File: src/rtl/mem_stage_if.sv
// ---------------------------------------------------------------------------
// mem_stage_if
// Purpose : Bundles every signal between the memory-access stage and its
//           neighbours (execute, data memory, writeback) into one interface.
// Modports:
//   master - the environment around the stage: drives the execute inputs,
//            FLUSH and the data-memory response; observes everything else.
//   slave  - the mem_stage itself.
// Signal groups:
//   Execute -> stage : MEM_V, MEM_NPC, MEM_ALU_RESULT, MEM_SR2, MEM_CSRFD,
//                      MEM_RFD, MEM_IR, MEM_DRID, MEM_PC_MUX, MEM_ECALL, FLUSH
//   Stage -> execute : MEM_STALL
//   Stage <-> dmem   : DMEM_REQ/WE/ADDR/WDATA/WSTRB out, DMEM_ACK/ERR/RDATA in
//   Stage -> wb      : WB_V, WB_* bundle, MEM_LAM/LAF/SAM/SAF, WB_MEM_ADDR
// Handshakes:
//   Execute: an instruction transfers on a rising edge where MEM_V=1 and
//   MEM_STALL=0 (and FLUSH=0); execute holds its outputs while MEM_STALL=1.
//   Dmem: DMEM_REQ and its qualifiers stay constant until the edge on which
//   DMEM_ACK=1 is sampled; DMEM_ERR and DMEM_RDATA are meaningful only then.
//   Writeback: WB_V is a one-cycle pulse per bundle; no back-pressure.
// ---------------------------------------------------------------------------
interface mem_stage_if;
    logic        MEM_V;
    logic [63:0] MEM_NPC;
    logic [63:0] MEM_ALU_RESULT;
    logic [63:0] MEM_SR2;
    logic [63:0] MEM_CSRFD;
    logic [63:0] MEM_RFD;
    logic [31:0] MEM_IR;
    logic [4:0]  MEM_DRID;
    logic        MEM_PC_MUX;
    logic        MEM_ECALL;
    logic        FLUSH;
    logic        MEM_STALL;

    logic        DMEM_REQ;
    logic        DMEM_WE;
    logic [63:0] DMEM_ADDR;
    logic [63:0] DMEM_WDATA;
    logic [7:0]  DMEM_WSTRB;
    logic        DMEM_ACK;
    logic        DMEM_ERR;
    logic [63:0] DMEM_RDATA;

    logic        WB_V;
    logic [63:0] WB_NPC;
    logic [63:0] WB_MEM_RESULT;
    logic [63:0] WB_ALU_RESULT;
    logic [63:0] WB_CSRFD;
    logic [63:0] WB_RFD;
    logic [31:0] WB_IR;
    logic [4:0]  WB_DRID;
    logic        WB_PC_MUX;
    logic        WB_ECALL;
    logic        MEM_LAM;
    logic        MEM_LAF;
    logic        MEM_SAM;
    logic        MEM_SAF;
    logic [63:0] WB_MEM_ADDR;

    modport master (
        output MEM_V, MEM_NPC, MEM_ALU_RESULT, MEM_SR2, MEM_CSRFD, MEM_RFD,
               MEM_IR, MEM_DRID, MEM_PC_MUX, MEM_ECALL, FLUSH,
               DMEM_ACK, DMEM_ERR, DMEM_RDATA,
        input  MEM_STALL, DMEM_REQ, DMEM_WE, DMEM_ADDR, DMEM_WDATA, DMEM_WSTRB,
               WB_V, WB_NPC, WB_MEM_RESULT, WB_ALU_RESULT, WB_CSRFD, WB_RFD,
               WB_IR, WB_DRID, WB_PC_MUX, WB_ECALL,
               MEM_LAM, MEM_LAF, MEM_SAM, MEM_SAF, WB_MEM_ADDR
    );

    modport slave (
        input  MEM_V, MEM_NPC, MEM_ALU_RESULT, MEM_SR2, MEM_CSRFD, MEM_RFD,
               MEM_IR, MEM_DRID, MEM_PC_MUX, MEM_ECALL, FLUSH,
               DMEM_ACK, DMEM_ERR, DMEM_RDATA,
        output MEM_STALL, DMEM_REQ, DMEM_WE, DMEM_ADDR, DMEM_WDATA, DMEM_WSTRB,
               WB_V, WB_NPC, WB_MEM_RESULT, WB_ALU_RESULT, WB_CSRFD, WB_RFD,
               WB_IR, WB_DRID, WB_PC_MUX, WB_ECALL,
               MEM_LAM, MEM_LAF, MEM_SAM, MEM_SAF, WB_MEM_ADDR
    );
endinterface

File: src/rtl/mem_stage.sv
// ---------------------------------------------------------------------------
// mem_stage
// Purpose : Memory-access pipeline stage between execute and writeback.
//           Accepts one instruction per handshake, checks alignment, issues
//           one load/store at a time with byte strobes, extracts and extends
//           load data, and registers a WB_* bundle with exception flags.
// Ports   : CLK   - clock, rising edge
//           RESET - asynchronous active-low reset
//           bus   - mem_stage_if.slave (execute, dmem and writeback signals)
// Params  : TIMEOUT_CYCLES - watchdog limit in WAIT cycles
// Macro   : MEM_TIMEOUT_EN - when defined, a watchdog completes a stuck
//           access as an access fault after TIMEOUT_CYCLES WAIT cycles.
// State   : IDLE / WAIT, visible externally as MEM_STALL.
// ---------------------------------------------------------------------------
module mem_stage #(
    parameter int unsigned TIMEOUT_CYCLES = 255
) (
    input  logic         CLK,
    input  logic         RESET,
    mem_stage_if.slave   bus
);
    typedef enum logic [0:0] {IDLE = 1'b0, WAIT = 1'b1} state_t;

    typedef struct packed {
        logic [63:0] npc;
        logic [63:0] alu;
        logic [63:0] csrfd;
        logic [63:0] rfd;
        logic [31:0] ir;
        logic [4:0]  drid;
        logic        pc_mux;
        logic        ecall;
    } bundle_t;

    localparam logic [6:0] OP_LOAD  = 7'b0000011;
    localparam logic [6:0] OP_STORE = 7'b0100011;

    state_t      state_q, state_d;
    logic        kill_q, kill_d;
    bundle_t     hold_q, hold_d;
    logic        req_q, req_d;
    logic        we_q, we_d;
    logic [63:0] addr_q, addr_d;
    logic [63:0] wdata_q, wdata_d;
    logic [7:0]  wstrb_q, wstrb_d;
    bundle_t     wb_q, wb_d;
    logic [63:0] wb_res_q, wb_res_d;
    logic [63:0] wb_addr_q, wb_addr_d;
    logic        wb_v_q, wb_v_d;
    logic        lam_q, lam_d, laf_q, laf_d, sam_q, sam_d, saf_q, saf_d;

`ifdef MEM_TIMEOUT_EN
    localparam int CNT_W = (TIMEOUT_CYCLES > 255) ? $clog2(TIMEOUT_CYCLES + 1) : 8;
    logic [CNT_W-1:0] cnt_q, cnt_d;
`else
    logic unused_timeout;
    assign unused_timeout = ^TIMEOUT_CYCLES;
`endif

    // Decode of the instruction presented by execute (used only at accept).
    bundle_t     in_b;
    logic [2:0]  in_f3;
    logic [2:0]  in_off;
    logic        in_load, in_store, in_mis;
    logic [7:0]  in_mask;

    assign in_b = '{npc: bus.MEM_NPC, alu: bus.MEM_ALU_RESULT,
                    csrfd: bus.MEM_CSRFD, rfd: bus.MEM_RFD, ir: bus.MEM_IR,
                    drid: bus.MEM_DRID, pc_mux: bus.MEM_PC_MUX,
                    ecall: bus.MEM_ECALL};
    assign in_f3    = bus.MEM_IR[14:12];
    assign in_off   = bus.MEM_ALU_RESULT[2:0];
    // funct3 111 is not a defined load, and stores only use 000-011; such
    // encodings fall through as non-memory instructions.
    assign in_load  = (bus.MEM_IR[6:0] == OP_LOAD) && (in_f3 != 3'b111);
    assign in_store = (bus.MEM_IR[6:0] == OP_STORE) && !in_f3[2];

    always_comb begin
        in_mis  = 1'b0;
        in_mask = 8'h01;
        case (in_f3[1:0])
            2'd1: begin in_mis = in_off[0];      in_mask = 8'h03; end
            2'd2: begin in_mis = |in_off[1:0];   in_mask = 8'h0F; end
            2'd3: begin in_mis = |in_off;        in_mask = 8'hFF; end
            default: begin in_mis = 1'b0;        in_mask = 8'h01; end
        endcase
    end

    // Load data extraction from the held instruction and address.
    logic [63:0] ld_shift, ld_data;
    assign ld_shift = bus.DMEM_RDATA >> {hold_q.alu[2:0], 3'b000};

    always_comb begin
        ld_data = ld_shift;
        case (hold_q.ir[14:12])
            3'b000:  ld_data = {{56{ld_shift[7]}},  ld_shift[7:0]};
            3'b001:  ld_data = {{48{ld_shift[15]}}, ld_shift[15:0]};
            3'b010:  ld_data = {{32{ld_shift[31]}}, ld_shift[31:0]};
            3'b100:  ld_data = {56'd0, ld_shift[7:0]};
            3'b101:  ld_data = {48'd0, ld_shift[15:0]};
            3'b110:  ld_data = {32'd0, ld_shift[31:0]};
            default: ld_data = ld_shift;
        endcase
    end

    logic done, err;

    always_comb begin
        state_d   = state_q;
        kill_d    = kill_q;
        hold_d    = hold_q;
        req_d     = req_q;
        we_d      = we_q;
        addr_d    = addr_q;
        wdata_d   = wdata_q;
        wstrb_d   = wstrb_q;
        wb_d      = wb_q;
        wb_res_d  = wb_res_q;
        wb_addr_d = wb_addr_q;
        wb_v_d    = 1'b0;
        lam_d     = 1'b0;
        laf_d     = 1'b0;
        sam_d     = 1'b0;
        saf_d     = 1'b0;
        done      = 1'b0;
        err       = 1'b0;
`ifdef MEM_TIMEOUT_EN
        cnt_d     = cnt_q;
`endif
        case (state_q)
            IDLE: begin
                if (bus.MEM_V && !bus.FLUSH) begin
                    hold_d = in_b;
                    if ((in_load || in_store) && !in_mis) begin
                        state_d = WAIT;
                        kill_d  = 1'b0;
                        req_d   = 1'b1;
                        we_d    = in_store;
                        addr_d  = {bus.MEM_ALU_RESULT[63:3], 3'b000};
                        wdata_d = bus.MEM_SR2 << {in_off, 3'b000};
                        wstrb_d = in_mask << in_off;
`ifdef MEM_TIMEOUT_EN
                        cnt_d   = '0;
`endif
                    end else begin
                        // Non-memory or misaligned: bundle completes now.
                        wb_v_d    = 1'b1;
                        wb_d      = in_b;
                        wb_res_d  = 64'd0;
                        wb_addr_d = bus.MEM_ALU_RESULT;
                        lam_d     = in_load && in_mis;
                        sam_d     = in_store && in_mis;
                    end
                end
            end
            WAIT: begin
                if (bus.FLUSH) kill_d = 1'b1;
                done = bus.DMEM_ACK;
                err  = bus.DMEM_ACK && bus.DMEM_ERR;
`ifdef MEM_TIMEOUT_EN
                if (!bus.DMEM_ACK) begin
                    if (cnt_q == CNT_W'(TIMEOUT_CYCLES - 1)) begin
                        done = 1'b1;
                        err  = 1'b1;
                    end else begin
                        cnt_d = cnt_q + 1'b1;
                    end
                end
`endif
                if (done) begin
                    state_d   = IDLE;
                    req_d     = 1'b0;
                    kill_d    = 1'b0;
                    wb_d      = hold_q;
                    wb_addr_d = hold_q.alu;
                    wb_res_d  = (!we_q && !err) ? ld_data : 64'd0;
                    // A flush seen at any point during the access squashes it.
                    if (!(kill_q || bus.FLUSH)) begin
                        wb_v_d = 1'b1;
                        laf_d  = !we_q && err;
                        saf_d  = we_q && err;
                    end
                end
            end
            default: state_d = IDLE;
        endcase
    end

    always_ff @(posedge CLK or negedge RESET) begin
        if (!RESET) begin
            state_q   <= IDLE;
            kill_q    <= 1'b0;
            hold_q    <= '0;
            req_q     <= 1'b0;
            we_q      <= 1'b0;
            addr_q    <= 64'd0;
            wdata_q   <= 64'd0;
            wstrb_q   <= 8'd0;
            wb_q      <= '0;
            wb_res_q  <= 64'd0;
            wb_addr_q <= 64'd0;
            wb_v_q    <= 1'b0;
            lam_q     <= 1'b0;
            laf_q     <= 1'b0;
            sam_q     <= 1'b0;
            saf_q     <= 1'b0;
`ifdef MEM_TIMEOUT_EN
            cnt_q     <= '0;
`endif
        end else begin
            state_q   <= state_d;
            kill_q    <= kill_d;
            hold_q    <= hold_d;
            req_q     <= req_d;
            we_q      <= we_d;
            addr_q    <= addr_d;
            wdata_q   <= wdata_d;
            wstrb_q   <= wstrb_d;
            wb_q      <= wb_d;
            wb_res_q  <= wb_res_d;
            wb_addr_q <= wb_addr_d;
            wb_v_q    <= wb_v_d;
            lam_q     <= lam_d;
            laf_q     <= laf_d;
            sam_q     <= sam_d;
            saf_q     <= saf_d;
`ifdef MEM_TIMEOUT_EN
            cnt_q     <= cnt_d;
`endif
        end
    end

    assign bus.MEM_STALL     = (state_q == WAIT);
    assign bus.DMEM_REQ      = req_q;
    assign bus.DMEM_WE       = we_q;
    assign bus.DMEM_ADDR     = addr_q;
    assign bus.DMEM_WDATA    = wdata_q;
    assign bus.DMEM_WSTRB    = wstrb_q;
    assign bus.WB_V          = wb_v_q;
    assign bus.WB_NPC        = wb_q.npc;
    assign bus.WB_MEM_RESULT = wb_res_q;
    assign bus.WB_ALU_RESULT = wb_q.alu;
    assign bus.WB_CSRFD      = wb_q.csrfd;
    assign bus.WB_RFD        = wb_q.rfd;
    assign bus.WB_IR         = wb_q.ir;
    assign bus.WB_DRID       = wb_q.drid;
    assign bus.WB_PC_MUX     = wb_q.pc_mux;
    assign bus.WB_ECALL      = wb_q.ecall;
    assign bus.MEM_LAM       = lam_q;
    assign bus.MEM_LAF       = laf_q;
    assign bus.MEM_SAM       = sam_q;
    assign bus.MEM_SAF       = saf_q;
    assign bus.WB_MEM_ADDR   = wb_addr_q;
endmodule

File: src/flat_wrapper.sv
// flat-port wrapper written by rule: the top's interface ports become plain ports
module mem_stage_flat 
#(
    parameter int unsigned TIMEOUT_CYCLES = 255
)
  (CLK, RESET, bus_MEM_V, bus_MEM_NPC, bus_MEM_ALU_RESULT, bus_MEM_SR2, bus_MEM_CSRFD, bus_MEM_RFD, bus_MEM_IR, bus_MEM_DRID, bus_MEM_PC_MUX, bus_MEM_ECALL, bus_FLUSH, bus_DMEM_ACK, bus_DMEM_ERR, bus_DMEM_RDATA, bus_MEM_STALL, bus_DMEM_REQ, bus_DMEM_WE, bus_DMEM_ADDR, bus_DMEM_WDATA, bus_DMEM_WSTRB, bus_WB_V, bus_WB_NPC, bus_WB_MEM_RESULT, bus_WB_ALU_RESULT, bus_WB_CSRFD, bus_WB_RFD, bus_WB_IR, bus_WB_DRID, bus_WB_PC_MUX, bus_WB_ECALL, bus_MEM_LAM, bus_MEM_LAF, bus_MEM_SAM, bus_MEM_SAF, bus_WB_MEM_ADDR);
  mem_stage_if bus_i ();
  input  logic CLK;
  input  logic RESET;
  input wire logic [$bits(bus_i.MEM_V)-1:0] bus_MEM_V;
  input wire logic [$bits(bus_i.MEM_NPC)-1:0] bus_MEM_NPC;
  input wire logic [$bits(bus_i.MEM_ALU_RESULT)-1:0] bus_MEM_ALU_RESULT;
  input wire logic [$bits(bus_i.MEM_SR2)-1:0] bus_MEM_SR2;
  input wire logic [$bits(bus_i.MEM_CSRFD)-1:0] bus_MEM_CSRFD;
  input wire logic [$bits(bus_i.MEM_RFD)-1:0] bus_MEM_RFD;
  input wire logic [$bits(bus_i.MEM_IR)-1:0] bus_MEM_IR;
  input wire logic [$bits(bus_i.MEM_DRID)-1:0] bus_MEM_DRID;
  input wire logic [$bits(bus_i.MEM_PC_MUX)-1:0] bus_MEM_PC_MUX;
  input wire logic [$bits(bus_i.MEM_ECALL)-1:0] bus_MEM_ECALL;
  input wire logic [$bits(bus_i.FLUSH)-1:0] bus_FLUSH;
  input wire logic [$bits(bus_i.DMEM_ACK)-1:0] bus_DMEM_ACK;
  input wire logic [$bits(bus_i.DMEM_ERR)-1:0] bus_DMEM_ERR;
  input wire logic [$bits(bus_i.DMEM_RDATA)-1:0] bus_DMEM_RDATA;
  output wire logic [$bits(bus_i.MEM_STALL)-1:0] bus_MEM_STALL;
  output wire logic [$bits(bus_i.DMEM_REQ)-1:0] bus_DMEM_REQ;
  output wire logic [$bits(bus_i.DMEM_WE)-1:0] bus_DMEM_WE;
  output wire logic [$bits(bus_i.DMEM_ADDR)-1:0] bus_DMEM_ADDR;
  output wire logic [$bits(bus_i.DMEM_WDATA)-1:0] bus_DMEM_WDATA;
  output wire logic [$bits(bus_i.DMEM_WSTRB)-1:0] bus_DMEM_WSTRB;
  output wire logic [$bits(bus_i.WB_V)-1:0] bus_WB_V;
  output wire logic [$bits(bus_i.WB_NPC)-1:0] bus_WB_NPC;
  output wire logic [$bits(bus_i.WB_MEM_RESULT)-1:0] bus_WB_MEM_RESULT;
  output wire logic [$bits(bus_i.WB_ALU_RESULT)-1:0] bus_WB_ALU_RESULT;
  output wire logic [$bits(bus_i.WB_CSRFD)-1:0] bus_WB_CSRFD;
  output wire logic [$bits(bus_i.WB_RFD)-1:0] bus_WB_RFD;
  output wire logic [$bits(bus_i.WB_IR)-1:0] bus_WB_IR;
  output wire logic [$bits(bus_i.WB_DRID)-1:0] bus_WB_DRID;
  output wire logic [$bits(bus_i.WB_PC_MUX)-1:0] bus_WB_PC_MUX;
  output wire logic [$bits(bus_i.WB_ECALL)-1:0] bus_WB_ECALL;
  output wire logic [$bits(bus_i.MEM_LAM)-1:0] bus_MEM_LAM;
  output wire logic [$bits(bus_i.MEM_LAF)-1:0] bus_MEM_LAF;
  output wire logic [$bits(bus_i.MEM_SAM)-1:0] bus_MEM_SAM;
  output wire logic [$bits(bus_i.MEM_SAF)-1:0] bus_MEM_SAF;
  output wire logic [$bits(bus_i.WB_MEM_ADDR)-1:0] bus_WB_MEM_ADDR;
  assign bus_i.MEM_V = bus_MEM_V;
  assign bus_i.MEM_NPC = bus_MEM_NPC;
  assign bus_i.MEM_ALU_RESULT = bus_MEM_ALU_RESULT;
  assign bus_i.MEM_SR2 = bus_MEM_SR2;
  assign bus_i.MEM_CSRFD = bus_MEM_CSRFD;
  assign bus_i.MEM_RFD = bus_MEM_RFD;
  assign bus_i.MEM_IR = bus_MEM_IR;
  assign bus_i.MEM_DRID = bus_MEM_DRID;
  assign bus_i.MEM_PC_MUX = bus_MEM_PC_MUX;
  assign bus_i.MEM_ECALL = bus_MEM_ECALL;
  assign bus_i.FLUSH = bus_FLUSH;
  assign bus_i.DMEM_ACK = bus_DMEM_ACK;
  assign bus_i.DMEM_ERR = bus_DMEM_ERR;
  assign bus_i.DMEM_RDATA = bus_DMEM_RDATA;
  assign bus_MEM_STALL = bus_i.MEM_STALL;
  assign bus_DMEM_REQ = bus_i.DMEM_REQ;
  assign bus_DMEM_WE = bus_i.DMEM_WE;
  assign bus_DMEM_ADDR = bus_i.DMEM_ADDR;
  assign bus_DMEM_WDATA = bus_i.DMEM_WDATA;
  assign bus_DMEM_WSTRB = bus_i.DMEM_WSTRB;
  assign bus_WB_V = bus_i.WB_V;
  assign bus_WB_NPC = bus_i.WB_NPC;
  assign bus_WB_MEM_RESULT = bus_i.WB_MEM_RESULT;
  assign bus_WB_ALU_RESULT = bus_i.WB_ALU_RESULT;
  assign bus_WB_CSRFD = bus_i.WB_CSRFD;
  assign bus_WB_RFD = bus_i.WB_RFD;
  assign bus_WB_IR = bus_i.WB_IR;
  assign bus_WB_DRID = bus_i.WB_DRID;
  assign bus_WB_PC_MUX = bus_i.WB_PC_MUX;
  assign bus_WB_ECALL = bus_i.WB_ECALL;
  assign bus_MEM_LAM = bus_i.MEM_LAM;
  assign bus_MEM_LAF = bus_i.MEM_LAF;
  assign bus_MEM_SAM = bus_i.MEM_SAM;
  assign bus_MEM_SAF = bus_i.MEM_SAF;
  assign bus_WB_MEM_ADDR = bus_i.WB_MEM_ADDR;
  mem_stage #(.TIMEOUT_CYCLES(TIMEOUT_CYCLES)) u_core (.CLK(CLK), .RESET(RESET), .bus(bus_i));
endmodule
File: config.mk
export PLATFORM = sky130hd
export DESIGN_NAME = mem_stage_flat
export DESIGN_NICKNAME = d
export VERILOG_FILES = /design/src/rtl/mem_stage_if.sv /design/src/rtl/mem_stage.sv /design/src/flat_wrapper.sv
export SDC_FILE = /design/constraint.sdc
export NUM_CORES = 2
export LEC_CHECK = 0
export CAP_MARGIN = 10
export CORE_AREA = 5 5 390 392
export DETAILED_ROUTE_END_ITERATION = 16
export DIE_AREA = 0 0 395 397
export PLACE_DENSITY = 0.49
export SYNTH_ARGS = -nofsm -noshare
export SYNTH_HDL_FRONTEND = slang
export SYNTH_SLANG_ARGS = --single-unit
File: constraint.sdc
create_clock -name CLK -period 3.2 [get_ports CLK]
set_clock_uncertainty 0.15 [all_clocks]
set_input_delay 0.64 -clock CLK [delete_from_list [all_inputs] [get_ports CLK]]
set_output_delay 0.64 -clock CLK [all_outputs]
set_load 0.01 [all_outputs]
---- Word-level counts from Yosys, hierarchy flattened ----
Index checks and enable logic that the tools add are counted.
word-level totals
  register bits ........................... 860
  input bits .............................. 429
  output and inout bits ................... 567
  word-level logic and storage cells ...... 121
cells by class
  eq/ne operators ......................... 16
  shift-type cells ........................ 3
  muxes and demuxes ....................... 46
  bitwise operators ....................... 1
  reductions and logical operators ........ 25
operator list
  operator                                        number
  2-to-1 mux 295 bit                              3
  case mux 295 bit (2 select lines)               1
  2-to-1 mux 64 bit                               7
  case mux 64 bit (6 select lines)                1
  case mux 64 bit (2 select lines)                2
  << shifter 64 x 6 -> 64 bit                     1
  right shift 64 x 6 -> 64 bit                    1
  2-to-1 mux 1 bit                                26
  case mux 8 bit (3 select lines)                 1
  AND reduction 3 bit                             4
  logical AND 1 bit                               10
  == test 3 bit (second input constant)           3
  case mux 1 bit (2 select lines)                 4
  << shifter 8 x 3 -> 8 bit                       1
  == test 7 x 2 -> 1 bit (second input constant)  1
  == test 7 x 6 -> 1 bit (second input constant)  1
  != test 3 bit (second input constant)           2
  logical NOT 1 bit                               5
  == test 2 bit (second input constant)           2
  != test 2 x 1 -> 1 bit (second input constant)  2
  != test 2 bit (second input constant)           2
  == test 3 x 1 -> 1 bit (second input constant)  1
  == test 3 x 2 -> 1 bit (second input constant)  1
  logical NOT 3 bit                               1
  7 further kinds                                 8

---- Depth between registers and ports, before layout ----
  depth in word-level cells ............... 7
  gate-level depth with buffers ........... 10
  gate-level depth less buffers ........... 5

---- Worst setup path after synthesis ----
Ideal clock, no wire load.
  path type ............................... input port to flip-flop
  from .................................... input bus_MEM_ALU_RESULT[2]
  to ...................................... register u_core.wstrb_q[0], in the netlist u_core.bus.DMEM_WSTRB[0]
  library setup time ...................... 0.125 ns
  arrival time ............................ 2.128 ns
  required time ........................... 2.925 ns
  path slack .............................. 0.797 ns
  cell stages on the path ................. 8
  path buffers ............................ 4
  path through ............................ clkbuf_1 a211oi_1 o22a_1 nand3_1 buf_2 buf_2 buf_2 mux2_2
on the way
  cells in the longest elaborated chain, start to end .. 5
  elaborated cells on any way between the ends .. 6
  classes of those cells .................. shift: 1; mux: 1; reduce/logical: 4
ends and longest elaborated chain
  what                             RTL line            source
  start, declared                  flat_wrapper.sv:12  input wire logic [$bits(bus_i.MEM_ALU_RESULT)-1:0] bus_MEM_ALU_RESULT;
  OR reduction 3 bit               mem_stage.sv:84     2'd3: begin in_mis = |in_off; in_mask = 8'hFF; end
  case mux 1 bit (3 select lines)  mem_stage.sv:81     case (in_f3[1:0])
  logical NOT 1 bit                mem_stage.sv:134    if ((in_load || in_store) && !in_mis) begin
  logical AND 1 bit                mem_stage.sv:134
  AND reduction 3 bit (no line)    --
  end signal, assigned             mem_stage.sv:218    wstrb_q <= wstrb_d;
  end, declared                    mem_stage.sv:45     logic [7:0] wstrb_q, wstrb_d;
Several ways; a longest one is shown, not always the timed one.
A chain may end at the register's enable or synchronous reset.

---- Worst setup path after layout ----
  from .................................... register u_core.wdata_q[61], in the netlist u_core.bus.DMEM_WDATA[61]
  to ...................................... output bus_DMEM_WDATA[61]
RTL lines
  what                    RTL line            source
  start, declared         mem_stage.sv:44     logic [63:0] wdata_q, wdata_d;
  start signal, assigned  mem_stage.sv:217    wdata_q <= wdata_d;
  end, declared           flat_wrapper.sv:28  output wire logic [$bits(bus_i.DMEM_WDATA)-1:0] bus_DMEM_WDATA;
No word-level cell between the ends.

==> summary.md <==
| Metric | Value |
|---|---|
| Delay-heaviest family, CP | `buffers and inverters` |
| RSZ-0062 raised after global routing | `no` |
| P_sw | `8.108 mW` |
| Setup Viol. Count Final | `0` |
| Sequential Power Share | `42.0%` |
| Die H | `397 um` |
| Post-Layout Cell Count | `6,670` |
| Iter 0 DRT Violations | `1,555` |
| Root buffer cell | `clkbuf_16` |
| Number of H-tree levels | `3` |
| Fin Setup TNS | `0 ns` |
| Critical Path AT | `1.89 ns` |
| Met2 WL | `78.30 mm` |
| Comb pwr share | `18.6%` |
| Inst Count DP | `6,486` |
| Grt total ovfl | `0` |
| Final critical-path required period | `2.685 ns` |
| Antenna viol nets, final | `0` |
| Vias per cell | `4.507` |
| Layout Utilization | `34.82%` |
| Crit Path Max Fanout | `2` |
| Worst slew margin | `34.68%` |
| FILL cells | `15.20k` |
| First-pass DRT Iterations | `5` |
| NumNets Final | `5,070` |
| Register area share after synthesis | `55.20%` |
| Critical path class | `register to output port` |
| Cells along the critical path | `clkdlybuf4s50_1` |
| WL final | `153.0 mm` |
| PortBufs | `992` |
| Post-CTS setup buffer count | `0` |
| F_max | `0.3725 GHz` |
| Area contributors post-synth | `dfrtp_1 55%, nand2_1 14%, mux2i_1 10%` |
| Die W | `395 um` |
| Pre-CTS setup slack | `-0.1596 ns` |
| Post-route DRC | `0` |
| Global-route wire length before repair | `221.1 mm` |
| Wire length on met3 | `8.661 mm` |
| CTS tree | `built` |
| Row Count | `142` |
| Unique masters post-synth | `48` |
| Share of the synthesized area in the top cell type | `55.20%` |
| Synth Register Bits | `796` |
| VDD IR-drop max | `0.3699 mV` |
| Mean Syn Cell Area | `9.661 sq um` |
| YS warnings | `0` |
| GRT Overall Usage | `18.96%` |
| Crit path capture type | `output port` |
| Synthesized area | `36,080 sq um` |
| Async SR Flop Fraction | `100.0%` |
| Max_cap viols | `0` |
| Leak | `22.82 nW` |
| Pin count of the biggest net entering global routing | `123` |
| Setup ws final | `0.5154 ns` |
| Worst Setup Start Kind | `register` |
| Dominant cell type by area after synthesis | `dfrtp_1` |
| CTS Buf Count | `96` |
| Initial Util | `24.29%` |
| Fraction of layout cells with a size suffix above 1 | `8.715%` |
| Post-DR wirelength/cell | `22.94 um` |
| Mapped Cells | `3,735` |
| Max layer used | `met5` |
| Clk pwr share | `39.4%` |
| Worst path slowest cell | `clkdlybuf4s50_1` |
| Worst hold margin | `0.3143 ns` |
| Die area | `156,800 sq um` |
| Number of global-route vias before repair | `30.71k` |
| Commonest non-fill, non-tap cell in the layout | `nand2_1` |
| Status | `complete, no violations` |
| Worst-case clock buffer depth | `3` |
| IO Count | `996` |
| Routability cong. | `0.9050` |
| WL met1 | `61.07 mm` |
| Synthesis-to-finish area growth | `43.33%` |
| Commonest cells after routing, fill and taps aside | `1,316 x nand2_1, 988 x clkdlybuf4s50_1, 793 x dfrtp_1` |
| Power per cell area | `551.7 nW/um^2` |
| Sw Share | `28.41%` |
| Most common flop cell mapped by yosys | `dfrtp_1` |
| Slew Limit Fails | `0` |
| Final period util | `83.89%` |
| Worst Hold Class | `input pin to register` |
| Buf/Inv on CP | `1` |
| Slew @ Worst Pin | `0.9797 ns` |
| Req. time, crit path | `2.41 ns` |
| Core Footprint | `148,500 sq um` |
| Max stage delay on crit path | `0.63 ns` |
| Post-synth EDFFs | `0` |
| Worst-path clk slew | `0.06 ns` |
| Clock sinks | `796` |
| Vias | `30.06k` |
| Clock Latency Late Sink | `0.68 ns` |
| HPWL Detailed | `115.6 mm` |
| Antenna violations before repair | `13` |
| Hold Vio Cnt, Final | `0` |
| P_int | `20.43 mW` |
-- power by group through the flow --
stage,clock [mW],sequential (mW),combinational (mW)
after global routing,12.0,12.1,5.79
after detailed placement,0,12.2,5.39
after floorplan,0,12.1,2.02
after CTS,11.6,12.0,5.41
final,11.2,12.0,5.32
after global placement,0,12.2,5.35
-- layer usage --
metal | global-route usage, % | vias up
li1 | - | 14210
met4 | 6.626 | 2
met5 | 0 | -
met2 | 33.77 | 865
met1 | 22.45 | 14790
met3 | 4.290 | 188
-- sequential cells by signal, summed over array words and instances (netlist names) --
| register | count |
|---|---|
| u_core.bus.DMEM_ADDR | 61 |
| u_core.bus.DMEM_REQ | 1 |
| u_core.bus.DMEM_WDATA | 64 |
| u_core.bus.DMEM_WE | 1 |
| u_core.bus.DMEM_WSTRB | 8 |
| u_core.bus.MEM_LAF | 1 |
| u_core.bus.MEM_LAM | 1 |
| u_core.bus.MEM_SAF | 1 |
| u_core.bus.MEM_SAM | 1 |
| u_core.bus.MEM_STALL | 1 |
| u_core.bus.WB_CSRFD | 64 |
| u_core.bus.WB_DRID | 5 |
| u_core.bus.WB_ECALL | 1 |
| u_core.bus.WB_IR | 32 |
| u_core.bus.WB_MEM_ADDR | 64 |
| u_core.bus.WB_MEM_RESULT | 64 |
| u_core.bus.WB_NPC | 64 |
| u_core.bus.WB_PC_MUX | 1 |
| u_core.bus.WB_RFD | 64 |
| u_core.bus.WB_V | 1 |
| u_core.hold_q | 295 |
| u_core.kill_q | 1 |
-- path summary, 6_finish.rpt --
path / startpoint / endpoint / slack, ns / depth (start not counted)
max reg2reg: u_core.hold_q[168]$_DFFE_PN0P_ / u_core.bus.WB_MEM_RESULT[40]$_DFFE_PN0P_ / 0.57 / 6
min reg2reg: u_core.hold_q[184]$_DFFE_PN0P_ / u_core.hold_q[184]$_DFFE_PN0P_ / 0.32 / 2
max: u_core.bus.DMEM_WDATA[61]$_DFFE_PN0P_ / bus_DMEM_WDATA[61] / 0.52 / 1
min in group asynchronous: RESET / u_core.hold_q[210]$_DFFE_PN0P_ / 0.36 / 2
max in group asynchronous: RESET / u_core.bus.WB_RFD[38]$_DFFE_PN0P_ / 1.47 / 3
min: bus_MEM_ALU_RESULT[2] / u_core.hold_q[169]$_DFFE_PN0P_ / 0.31 / 4
-- synth_stat cells, drive strengths merged, types with 3 or more instances --
master     n
o21ai    402
clkbuf   175
a21o      11
a211oi    61
nand3     19
a22o       3
inv        8
nor2      64
dfrtp    796
mux2      80
or3        3
nor3      14
nand2   1316
and2      30
o31ai     24
o22a      15
nor3b     10
mux4      15
mux2i    374
nor2b     32
buf      158
and3       9
a21oi     73
o31a      15
nand2b     6
-- metrics by stage --
stage	instance area, sq um	power [mW]
floorplan	36090	14.14
detailed placement	48470	17.56
global route	51710	29.95
CTS	51690	29.05
finish	51720	28.54
global placement	48470	17.50
-- repair_timing --
| item | in CTS | in global routing |
|---|---|---|
| hold endpoints to repair | 21 | 0 |
| gates resized for setup | 0 | 0 |
| endpoints found under the setup margin | 0 | 0 |
| hold buffers | 1 | 0 |
-- final cells by class --
cell class	count	area [sq um]	share of cell area, %
sequential	796	19930	38.53
multi-input combinational	2600	14510	28.06
timing repair buffer	1139	11570	22.37
clock buffer	133	2743	5.303
tap	1944	2432	4.703
clock inverter	40	476.7	0.9217
inverter	8	30.03	0.05806
antenna	10	25.02	0.04838
-- cells by family (layout without fill, tap and decap cells) --
| logic type | after synthesis | after routing | share of synthesized area [%] |
|---|---|---|---|
| buffers and inverters | 341 | 1320 | 4.716 |
| AOI/OAI and AO/OA | 619 | 619 | 9.737 |
| muxes | 469 | 469 | 13.81 |
| other | 1 | 13 | 0.01039 |
| and+or+nand+nor | 1509 | 1509 | 16.53 |
| DFF | 796 | 796 | 55.20 |
No activity file was read; power rests on OpenSTA's default activity.
